[src/rtl/seq_detect_pkg.sv]
// Shared defaults and helpers for the programmable serial pattern detector.
// Masks are built 32 bits wide, so pattern lengths up to 32 are supported.
package seq_detect_pkg;

    localparam int DEF_MAX_LEN = 8;
    localparam int DEF_CNT_W   = 8;
    localparam int MASK_W      = 32;

    function automatic int unsigned clamp_len(input int unsigned len, input int unsigned max);
        int unsigned res;
        if (len > max) begin
            res = max;
        end else begin
            res = len;
        end
        return res;
    endfunction

    // Ones in the low 'len' positions; callers truncate to their pattern width.
    function automatic logic [MASK_W-1:0] len_mask(input int unsigned len);
        logic [MASK_W-1:0] m;
        m = {MASK_W{1'b0}};
        for (int unsigned i = 0; i < MASK_W; i++) begin
            if (i < len) begin
                m[i] = 1'b1;
            end else begin
                m[i] = 1'b0;
            end
        end
        return m;
    endfunction

endpackage

[src/rtl/seq_detect_prog_sat_counter.sv]
// Saturating event counter with synchronous clear; clear beats increment.
module sat_counter #(
    parameter int W = 8
) (
    input  logic         clk,
    input  logic         rst,
    input  logic         clr,
    input  logic         inc,
    output logic [W-1:0] cnt
);

    localparam logic [W-1:0] CNT_MAX = {W{1'b1}};

    // Counter register: reset, then clear, then saturating increment.
    always_ff @(posedge clk) begin
        if (rst) begin
            cnt <= {W{1'b0}};
        end else if (clr) begin
            cnt <= {W{1'b0}};
        end else if (inc && (cnt != CNT_MAX)) begin
            cnt <= cnt + {{(W-1){1'b0}}, 1'b1};
        end else begin
            cnt <= cnt;
        end
    end

endmodule

[src/rtl/seq_detect_prog.sv]
// Programmable serial bit-pattern detector: runtime pattern/length/overlap,
// same-cycle match, registered match copy and a saturating match counter.
module seq_detect_prog
    import seq_detect_pkg::*;
#(
    parameter int MAX_LEN = DEF_MAX_LEN,
    parameter int CNT_W   = DEF_CNT_W,
    localparam int LEN_W  = $clog2(MAX_LEN + 1)
) (
    input  logic               clk,
    input  logic               rst,
    input  logic               x,
    input  logic               x_valid,
    input  logic               cfg_we,
    input  logic [MAX_LEN-1:0] cfg_pattern,
    input  logic [LEN_W-1:0]   cfg_len,
    input  logic               cfg_overlap,
    input  logic               cnt_clr,
    output logic               match,
    output logic               match_q,
    output logic [CNT_W-1:0]   match_cnt
);

    logic [MAX_LEN-1:0] pat_r;
    logic [MAX_LEN-1:0] hist_r;
    logic [LEN_W-1:0]   len_r;
    logic [LEN_W-1:0]   fill_r;
    logic               ovl_r;

    logic [MAX_LEN-1:0] window_s;
    logic [MAX_LEN-1:0] mask_s;
    logic [LEN_W:0]     fill_inc_s;
    logic               accept_s;
    logic               fill_ok_s;
    logic               match_s;

    assign mask_s = MAX_LEN'(len_mask(32'(len_r)));

    // Window assembly and masked compare; fill+1 >= len avoids underflow at len=0.
    always_comb begin
        accept_s   = x_valid & ~cfg_we;
        window_s   = {hist_r[MAX_LEN-2:0], x};
        fill_inc_s = {1'b0, fill_r} + {{LEN_W{1'b0}}, 1'b1};
        fill_ok_s  = (fill_inc_s >= {1'b0, len_r});
        match_s    = accept_s & (len_r != {LEN_W{1'b0}}) & fill_ok_s &
                     (((window_s ^ pat_r) & mask_s) == {MAX_LEN{1'b0}});
    end

    assign match = match_s;

    // Configuration latch and bit history; a non-overlapping hit restarts the fill.
    always_ff @(posedge clk) begin
        if (rst) begin
            pat_r  <= {MAX_LEN{1'b0}};
            len_r  <= {LEN_W{1'b0}};
            ovl_r  <= 1'b0;
            hist_r <= {MAX_LEN{1'b0}};
            fill_r <= {LEN_W{1'b0}};
        end else if (cfg_we) begin
            pat_r  <= cfg_pattern;
            len_r  <= LEN_W'(clamp_len(32'(cfg_len), MAX_LEN));
            ovl_r  <= cfg_overlap;
            hist_r <= {MAX_LEN{1'b0}};
            fill_r <= {LEN_W{1'b0}};
        end else if (accept_s) begin
            hist_r <= window_s;
            if (match_s && !ovl_r) begin
                fill_r <= {LEN_W{1'b0}};
            end else if (fill_r != LEN_W'(MAX_LEN)) begin
                fill_r <= fill_inc_s[LEN_W-1:0];
            end else begin
                fill_r <= fill_r;
            end
        end else begin
            hist_r <= hist_r;
            fill_r <= fill_r;
        end
    end

    // Registered copy of the match pulse.
    always_ff @(posedge clk) begin
        if (rst) begin
            match_q <= 1'b0;
        end else begin
            match_q <= match_s;
        end
    end

    sat_counter #(
        .W(CNT_W)
    ) u_cnt (
        .clk (clk),
        .rst (rst),
        .clr (cnt_clr),
        .inc (match_s),
        .cnt (match_cnt)
    );

endmodule

[config.mk]
export PLATFORM = sky130hd
export DESIGN_NAME = seq_detect_prog
export DESIGN_NICKNAME = d
export VERILOG_FILES = /design/src/rtl/seq_detect_pkg.sv /design/src/rtl/seq_detect_prog_sat_counter.sv /design/src/rtl/seq_detect_prog.sv
export SDC_FILE = /design/constraint.sdc
export NUM_CORES = 1
export LEC_CHECK = 0
export BUFFER_PORTS_ARGS = -buffer_cell sky130_fd_sc_hd__buf_2
export CAP_MARGIN = 30
export CORE_UTILIZATION = 55
export DETAILED_ROUTE_END_ITERATION = 8
export GPL_TIMING_DRIVEN = 1
export PLACE_DENSITY = 0.76
export SLEW_MARGIN = 5
export SYNTH_ARGS = -nofsm -noshare
export SYNTH_HDL_FRONTEND = slang
export SYNTH_HIERARCHICAL = 1
export SYNTH_SLANG_ARGS = --single-unit
[constraint.sdc]
create_clock -name clk -period 3 [get_ports clk]
set_input_delay 0.3 -clock clk [delete_from_list [all_inputs] [get_ports clk]]
set_output_delay 0.3 -clock clk [all_outputs]
set_load 0.01 [all_outputs]
==> results of run 1 <==
==> cell usage in the layout (no fill, tap or decap), types with 2 or more instances in the layout <==
| cell type | Yosys | routed |
|---|---|---|
| nor3_1 | 4 | 4 |
| mux2i_1 | 22 | 22 |
| nand4_1 | 2 | 2 |
| a21boi_1 | 2 | 2 |
| and4_1 | 2 | 2 |
| nand2b_1 | 2 | 2 |
| ha_1 | 7 | 7 |
| nor4_1 | 2 | 2 |
| or3_1 | 4 | 4 |
| and3_1 | 3 | 3 |
| o21ai_0 | 3 | 3 |
| nor2_1 | 20 | 20 |
| inv_1 | 6 | 6 |
| buf_2 | 0 | 28 |
| nand2_1 | 10 | 10 |
| nand3_1 | 4 | 4 |
| nor2b_1 | 4 | 4 |
| dfxtp_1 | 33 | 33 |
| a21oi_1 | 10 | 10 |
| a31oi_1 | 2 | 2 |
| xnor2_1 | 10 | 10 |
| clkbuf_4 | 0 | 5 |
| a211oi_1 | 2 | 2 |
| xor2_1 | 2 | 2 |
| o22ai_1 | 4 | 4 |
==> path summary, 6_finish.rpt <==
| path | startpoint | to | slack, ps | cells past startpoint |
|---|---|---|---|---|
| max | fill_r[0]$_SDFFE_PP0P_ | u_cnt/cnt[5]$_SDFFE_PP0P_ | 310 | 9 |
| min | cfg_pattern[6] | pat_r[6]$_SDFFE_PP0P_ | 200 | 3 |
| max reg2reg | fill_r[0]$_SDFFE_PP0P_ | u_cnt/cnt[5]$_SDFFE_PP0P_ | 310 | 9 |
| min reg2reg | ovl_r$_SDFFE_PP0P_ | ovl_r$_SDFFE_PP0P_ | 510 | 2 |
==> sequential cells by signal, summed over array words and instances, names as in the netlist <==
signal	flops
fill_r	4
len_r	4
hist_r	7
match_q	1
ovl_r	1
u_cnt/cnt	8
pat_r	8
==> final cells by class <==
class	count	area [um^2]
flip-flops and latches	33	661
repair buffers	29	148
clock buffers	7	55.1
inverters	6	22.5
fillers	248	951
multi-input cells	135	977
well taps	31	38.8
==> worst max-delay path, cell delays in order (launching register included) <==
cell       delay [ps]
dfxtp_1           400
inv_1              90
ha_1              330
ha_1              290
a211oi_1           70
o21a_1            240
nor4_4            390
and4_1            330
a31oi_1           150
a2111oi_4         320
==> stage by stage <==
stage,setup WS [ps],hold WS (ps)
5_1_grt,127,193
4_1_cts,303,191
3_5_place_dp,331,488
2_1_floorplan,448,364
6_report,310,197
3_3_place_gp,456,479
==> where the power goes <==
part	switching [W]	internal, W
clock	0.000142	0.000111
combinational	0.0000476	0.0000429
sequential	0.0000113	0.000449
total	0.000201	0.000602
==> per-layer routing <==
metal	GRT usage [%]	share of wire [%]	up-vias	wire (um)
li1	-	-	701	-
met1	31.7	49	607	1680
met2	36.4	44	39	1520
met3	4.91	5.2	7	178
met4	12.2	2.0	0	68
met5	0	0	-	0
==> kinds of logic (layout without fill, tap and decap cells) <==
group / after synthesis / in the layout / share of synthesized area [%]
mux: 22 / 22 / 12.9
compound gates: 29 / 29 / 12.0
simple gates: 65 / 65 / 21.2
fa+ha+maj: 7 / 7 / 5.15
xor+xnor: 12 / 12 / 6.18
buf+inv: 13 / 42 / 3.75
flops: 33 / 33 / 38.8
==> run metrics, run 1 <==
clk sinks 33; placed inst area around 1800 um^2; CTS Buf Count 5; synthesized area 1700 um^2; drt via density 5.62; synthesis warning total 6; Placer Congestion 0.953; Routed Antenna Nets 0; CP Data Required Time between 3000 and 4000 ps; pwr/cell area 423 nW/um^2; die area 3320 um^2; post-synthesis sequential area ratio around two fifths; status finished with violations; largest net degree at the start of global routing 22; Peak VDD IR about 0.25 mV; Die Y a little under 60 um; number of remaining DRC errors 3; Finished Layout Cells 241; PortBufs 28; Bufs on Longest Clock Path 2; CP Class flip-flop to flip-flop; core area about 2900 um^2; Final min period between 2000 and 3000 ps; clock latency at the later pin of the worst-skew pair approximately 340 ps; Avg WL per Cell between 10 and 15 um; CTS clk-pin slew, worst paths about 100 ps; maximum operating frequency 372 MHz; cts repair resizes 0; Rows 19; IO Pins 29; top post-synthesis cells by area dfxtp_1, mux2i_1, ha_1, xnor2_1, nor2_1; GRT overflow 0; Async S/R FF share, synth 0%; Antenna Cells 0; first-pass GRT wire length between 5000 and 6000 um; Synth Area per Inst between 9 and 10 um^2; most common cell in the netlist dfxtp_1; area leader, netlist dfxtp_1; leakage around 0.80 nW; CTS root buf clkbuf_4; setup_tns 0 ps; RSZ-0062 raised after global routing no; DP Cell Count ~230; Final Hold Fails 0; Die W about 58 um; synthesis-stage register bit count 33; max-cap violation count 0; worst slew pin tran between 400 and 500 ps; drt total wl approximately 3400 um; drt first pass iters 7; Total GRT Usage between 20% and 30%; CTS tree yes; dpl hpwl 2610 um; final core utilization between 60% and 70%; crit share post-route roughly 90%; final number of setup-violating endpoints 0; H-Tree Depth 2; total via count in the routed design ~1400; Starting DRT DRC Count 43; failing checks design-rule violations; Pwr Total around 0.0008 W; final slew viol count 0; Final Skew about 11 ps; cells after synthesis 181; critical path fanouts, max 7; most frequent cells after synthesis dfxtp_1, mux2i_1, nor2_1; Crit path arrival time 2930 ps; post-synth net total 207; share of cells above drive strength 1 between 10% and 20%; unique cell type count in the Yosys netlist 40; EDFF count, synth 0; vias in the first global route approximately 1300; CP startpoint kind flip-flop; initial antenna violation count 0; post-synth top area share approximately two fifths; Top FF cell, synth dfxtp_1; area delta synth->final 11.8%; hold buffer count at cts 0; final net count roughly 240; post-CTS setup buffers 0; Setup crit end kind flip-flop; relative slew slack about 70%; Initial Utilization slightly below 60%; finished layout cell area 1900 um^2; Min-Delay Path Class primary input to flip-flop
Power figures use the tool's default switching activity.
==> inputs of run 2 (changes only) <==
RECOVER_POWER = 50   (was not set)
==> run metrics, run 2 (synthesis results as in run 1) <==
status finished with violations (unchanged); Seq pwr share 57.4% (was 57.3%); drt via density 5.60 (was 5.62); CP startpoint fill_r[0]$_SDFFE_PP0P_ (unchanged); finished layout cell area 1900 um^2 (about the same); Die Y 57.6 um (unchanged); worst reg2reg path startpoint fill_r[0]$_SDFFE_PP0P_ (unchanged); Total GRT Usage 23.7% (unchanged); CP dominant cell by count ha_1 (unchanged); Avg WL per Cell 14.3 um (about the same); crit path buf inv count 1 (unchanged); Regs by FF count pat_r (8), u_cnt/cnt (8), hist_r (7) (unchanged); worst hold slack 200 ps (was 197 ps); CTS clk-pin slew, worst paths 100 ps (about the same); dpl hpwl 2610 um (unchanged); CTS Buf Count 5 (unchanged); commonest non-fill, non-tap cell in the layout dfxtp_1 (unchanged); leakage 0.790 nW (was 0.802 nW); IO Pins 29 (unchanged); area delta synth->final 11.4% (was 11.8%); CP Class flip-flop to flip-flop (unchanged); Final Skew 11.1 ps (was 10.7 ps); crit share post-route 89.8% (was 89.7%); switch share 25.0% (about the same); most frequent cells in the layout dfxtp_1, buf_2, mux2i_1 (unchanged); number of remaining DRC errors 3 (unchanged); largest net degree at the start of global routing 22 (unchanged); Placer Congestion 0.953 (unchanged); cells along the critical path inv_1 -> ha_1 -> ha_1 -> a211oi_1 -> o21a_1 -> nor4_4 -> nand3_1 -> or4_1 -> and3_1 (was inv_1 -> ha_1 -> ha_1 -> a211oi_1 -> o21a_1 -> nor4_4 -> and4_1 -> a31oi_1 -> a2111oi_4); hold buffer count at cts 0 (unchanged); Die W 57.6 um (unchanged); first-pass GRT wire length 5870 um (unchanged); Largest delay share family, worst path simple AND/OR/NAND/NOR gates (was compound AO/OA/AOI/OAI gates); CTS tree yes (unchanged); max-cap violation count 0 (unchanged); placed inst area 1850 um^2 (unchanged); Starting DRT DRC Count 42 (was 43); DP Cell Count 234 (unchanged); final number of setup-violating endpoints 0 (unchanged); R2R setup slack 310 ps (about the same); Fillers 251 (was 248); Final min period 2690 ps (about the same); core area 2850 um^2 (unchanged); Min-Delay Path Class primary input to flip-flop (unchanged); Bufs on Longest Clock Path 2 (unchanged); H-Tree Depth 2 (unchanged); Net Switching 0.000201 W (about the same); vias in the first global route 1296 (unchanged); slowest CP cell or4_1 (was dfxtp_1); pwr/cell area 423 nW/um^2 (about the same); cts repair resizes 0 (unchanged); Setup crit end kind flip-flop (unchanged); Critical R2R Capture u_cnt/cnt[6]$_SDFFE_PP0P_ (was u_cnt/cnt[5]$_SDFFE_PP0P_); worst-case reg-to-reg path depth 9 (unchanged); CP Data Required Time 3230 ps (was 3240 ps); total internal power 0.000602 W (about the same); Peak VDD IR 0.250 mV (about the same); final net count 236 (unchanged); Finished Layout Cells 241 (unchanged); total via count in the routed design 1349 (was 1354); Routed Antenna Nets 0 (unchanged); PortBufs 28 (unchanged); Critical Path Stages 9 (unchanged); GRT overflow 0 (unchanged); post-CTS setup buffers 0 (unchanged); relative slew slack 33.2% (was 70.5%); initial antenna violation count 0 (unchanged); drt total wl 3440 um (was 3450 um); setup_tns 0 ps (unchanged); Antenna Cells 0 (unchanged); Largest stage delay, worst path 410 ps (was 400 ps); capture point of the worst path u_cnt/cnt[6]$_SDFFE_PP0P_ (was u_cnt/cnt[5]$_SDFFE_PP0P_); share of cells above drive strength 1 17.6% (was 19.5%); failing checks design-rule violations (unchanged); Initial Utilization 59.6% (unchanged); CP startpoint kind flip-flop (unchanged); drt first pass iters 6 (was 7); Final Hold Fails 0 (unchanged); Rows 19 (unchanged); Logic pwr share 11.2% (was 11.3%); final core utilization 66.4% (was 66.7%); Clk pwr share 31.4% (about the same); clk sinks 33 (unchanged); critical path fanouts, max 7 (unchanged); RSZ-0062 raised after global routing no (unchanged); die area 3320 um^2 (unchanged); worst slew pin tran 1000 ps (was 441 ps); maximum operating frequency 371 MHz (was 372 MHz); Crit path arrival time 2930 ps (about the same); CTS root buf clkbuf_4 (unchanged); clock latency at the later pin of the worst-skew pair 340 ps (about the same); final slew viol count 0 (unchanged)
## run 2: power groups by stage
stage / sequential, W / clock [W] / combinational (W)
detailed placement: 0.000470 / 0 / 0.0000906
floorplan: 0.000467 / 0 / 0.0000651
finish: 0.000460 / 0.000252 / 0.0000898
global placement: 0.000470 / 0 / 0.0000886
CTS: 0.000460 / 0.000261 / 0.0000912
global route: 0.000462 / 0.000277 / 0.000100
## run 2: worst min path at each step
stage / end / cells after the start / slack [ps] / start
global placement: ovl_r$_SDFFE_PP0P_ / 2 / 480 / ovl_r$_SDFFE_PP0P_
finish: pat_r[6]$_SDFFE_PP0P_ / 3 / 200 / cfg_pattern[6]
detailed placement: ovl_r$_SDFFE_PP0P_ / 2 / 490 / ovl_r$_SDFFE_PP0P_
CTS: pat_r[6]$_SDFFE_PP0P_ / 3 / 190 / cfg_pattern[6]
global route: pat_r[0]$_SDFFE_PP0P_ / 3 / 190 / cfg_pattern[0]
floorplan: u_cnt/cnt[5]$_SDFFE_PP0P_ / 1 / 360 / cnt_clr
## run 2: stage by stage
step / total power [W] / setup slack [ps]
2_1_floorplan: 0.000532 / 448
3_3_place_gp: 0.000558 / 456
3_5_place_dp: 0.000561 / 331
4_1_cts: 0.000813 / 303
5_1_grt: 0.000839 / 127
6_report: 0.000803 / 305
## run 2: cell type report
type / count / area (um^2) / share of cell area (%)
inverter: 6 / 22.5 / 1.19
timing repair buffer: 29 / 141 / 7.46
multi-input combinational: 135 / 977 / 51.6
tap: 31 / 38.8 / 2.05
clock buffer: 7 / 55.1 / 2.90
sequential: 33 / 661 / 34.9
## run 2: worst register-to-register path: stages, from the launching register on
cell,delay [ps]
dfxtp_1,400
inv_1,90
ha_1,330
ha_1,290
a211oi_1,70
o21a_1,240
nor4_4,390
nand3_1,200
or4_1,410
and3_1,180
## run 2: layer usage
metal,share of wire (%),up-vias,wire [um],GRT usage [%]
met5,0,-,0,0
met4,1.5,0,52,12.2
met3,6.1,4,210,4.91
met2,44,42,1510,36.4
met1,49,601,1670,31.7
li1,-,702,-,-
==> inputs of run 3 (changes only) <==
--- a/config.mk
+++ b/config.mk
@@ -13,3 +13,2 @@
 export PLACE_DENSITY = 0.76
-export RECOVER_POWER = 50
 export SLEW_MARGIN = 5
==> constraint.sdc (replaced) <==
create_clock -name clk -period 3 [get_ports clk]
set_input_delay 0.75 -clock clk [delete_from_list [all_inputs] [get_ports clk]]
set_output_delay 0.75 -clock clk [all_outputs]
set_load 0.01 [all_outputs]
==> run metrics, run 3 (synthesis results as in run 1) <==
status finished with violations (unchanged); failing checks design-rule violations (unchanged); Die Y 57.6 um (unchanged); Initial Utilization 59.6% (unchanged); setup_tns 0 ps (unchanged); largest net degree at the start of global routing 22 (unchanged); H-Tree Depth 2 (unchanged); CTS root buf clkbuf_4 (unchanged); worst hold slack 498 ps (was 200 ps); total via count in the routed design 1424 (was 1349); crit share post-route 95.9% (was 89.8%); CTS clk-pin slew, worst paths 90 ps (was 100 ps); clock latency at the later pin of the worst-skew pair 350 ps (was 340 ps); Routed Antenna Nets 0 (unchanged); pwr/cell area 406 nW/um^2 (was 423 nW/um^2); CTS tree yes (unchanged); Rows 19 (unchanged); GRT overflow 0 (unchanged); CTS Buf Count 5 (unchanged); Placer Congestion 0.978 (was 0.953); Min-Delay Path Class flip-flop to flip-flop (was primary input to flip-flop); initial antenna violation count 0 (unchanged); cells along the critical path buf_2 -> nand2b_4 -> a211o_1 -> or4_4 -> nor4_4 -> buf_2 (was inv_1 -> ha_1 -> ha_1 -> a211oi_1 -> o21a_1 -> nor4_4 -> nand3_1 -> or4_1 -> and3_1); Largest delay share family, worst path simple AND/OR/NAND/NOR gates (unchanged); relative slew slack 69.7% (was 33.2%); Pwr Total 0.000799 W (was 0.000803 W); Bufs on Longest Clock Path 2 (unchanged); number of remaining DRC errors 3 (unchanged); Crit path arrival time 2130 ps (was 2930 ps); Setup crit end kind output port (was flip-flop); drt total wl 3630 um (was 3440 um); drt first pass iters 6 (unchanged); CP dominant cell by count buf_2 (was ha_1); RSZ-0062 raised after global routing no (unchanged); Regs by FF count pat_r (8), u_cnt/cnt (8), hist_r (7) (unchanged); commonest non-fill, non-tap cell in the layout dfxtp_1 (unchanged); drt via density 5.74 (was 5.60); maximum operating frequency 348 MHz (was 371 MHz); footprint of the multi-input gates 993 um^2 (was 977 um^2); dpl hpwl 2780 um (was 2610 um); Peak VDD IR 0.326 mV (was 0.250 mV); most frequent cells in the layout dfxtp_1, buf_2, mux2i_1 (unchanged); CP Data Required Time 2250 ps (was 3230 ps); Starting DRT DRC Count 70 (was 42); Final Hold Fails 0 (unchanged); worst slew pin tran 453 ps (was 1000 ps); final net count 242 (was 236); Fillers 236 (was 251); critical path fanouts, max 2 (was 7); clk sinks 33 (unchanged); core area 2850 um^2 (unchanged); share of cells above drive strength 1 25.3% (was 17.6%); die area 3320 um^2 (unchanged); final slew viol count 0 (unchanged); first-pass GRT wire length 6150 um (was 5870 um); CP Class primary input to output port (was flip-flop to flip-flop); max-cap violation count 0 (unchanged); Final Skew 12.9 ps (was 11.1 ps); CP startpoint kind primary input (was flip-flop); PortBufs 28 (unchanged); DP Cell Count 240 (was 234); area delta synth->final 15.7% (was 11.4%); Largest stage delay, worst path 440 ps (was 410 ps); Final min period 2880 ps (was 2690 ps); Avg WL per Cell 14.6 um (was 14.3 um); slowest CP cell or4_4 (was or4_1); hold buffer count at cts 0 (unchanged); Die W 57.6 um (unchanged); Finished Layout Cells 248 (was 241); Antenna Cells 0 (unchanged); leakage 0.831 nW (was 0.790 nW); FF+latch area 667 um^2 (was 661 um^2); Total GRT Usage 24.6% (was 23.7%); vias in the first global route 1431 (was 1296); final number of setup-violating endpoints 0 (unchanged); crit path buf inv count 2 (was 1); IO Pins 29 (unchanged); final core utilization 69.0% (was 66.4%)
==> run 3: where the power goes <==
group          internal, W  switching (W)
clock network    0.0000882       0.000153
logic            0.0000466      0.0000518
registers         0.000449      0.0000111
==> run 3: area by class of cell <==
type	count	area share [%]
Clock buffer	5	1.91
Clock inverter	3	0.889
Inverter	6	1.14
Multi-Input combinational cell	135	50.4
Sequential cell	33	33.9
Tap cell	31	1.97
Timing Repair Buffer	35	9.78
==> run 3: per-stage QoR <==
step / area, um^2 / setup WS, ps
after detailed placement: 1890 / 29.4
after CTS: 1950 / 42.5
after floorplan: 1700 / 63.7
final: 1970 / 123
after global placement: 1890 / 91.2
after global routing: 1970 / 8.54
==> run 3: path summary, 6_finish.rpt <==
check / startpoint / endpoint / slack, ps / cells past startpoint
worst min-delay path: ovl_r$_SDFFE_PP0P_ / ovl_r$_SDFFE_PP0P_ / 500 / 2
worst max-delay path: cfg_we / match / 120 / 6
worst min register to register: ovl_r$_SDFFE_PP0P_ / ovl_r$_SDFFE_PP0P_ / 500 / 2
worst max register to register: fill_r[0]$_SDFFE_PP0P_ / u_cnt/cnt[5]$_SDFFE_PP0P_ / 380 / 10
==> run 3: per-layer routing <==
metal	up-vias	track usage, %	wire [um]	share of wire, %
met4	0	13.9	105	2.9
met2	58	39.2	1650	45
met1	639	29.7	1600	44
li1	714	-	-	-
met5	-	0	0	0
met3	13	7.37	273	7.5
==> run 3: tightest hold or removal path: stages (launching register included) <==
cell,delay (ps)
dfxtp_1,340
mux2i_1,60
nor2_1,70
==> run 3: what timing repair did <==
item | CTS | global route
pin swaps | 0 | 1
resized for setup | 1 | 6
endpoints found under the setup margin | 1 | 1
buffers inserted | 0 | 0
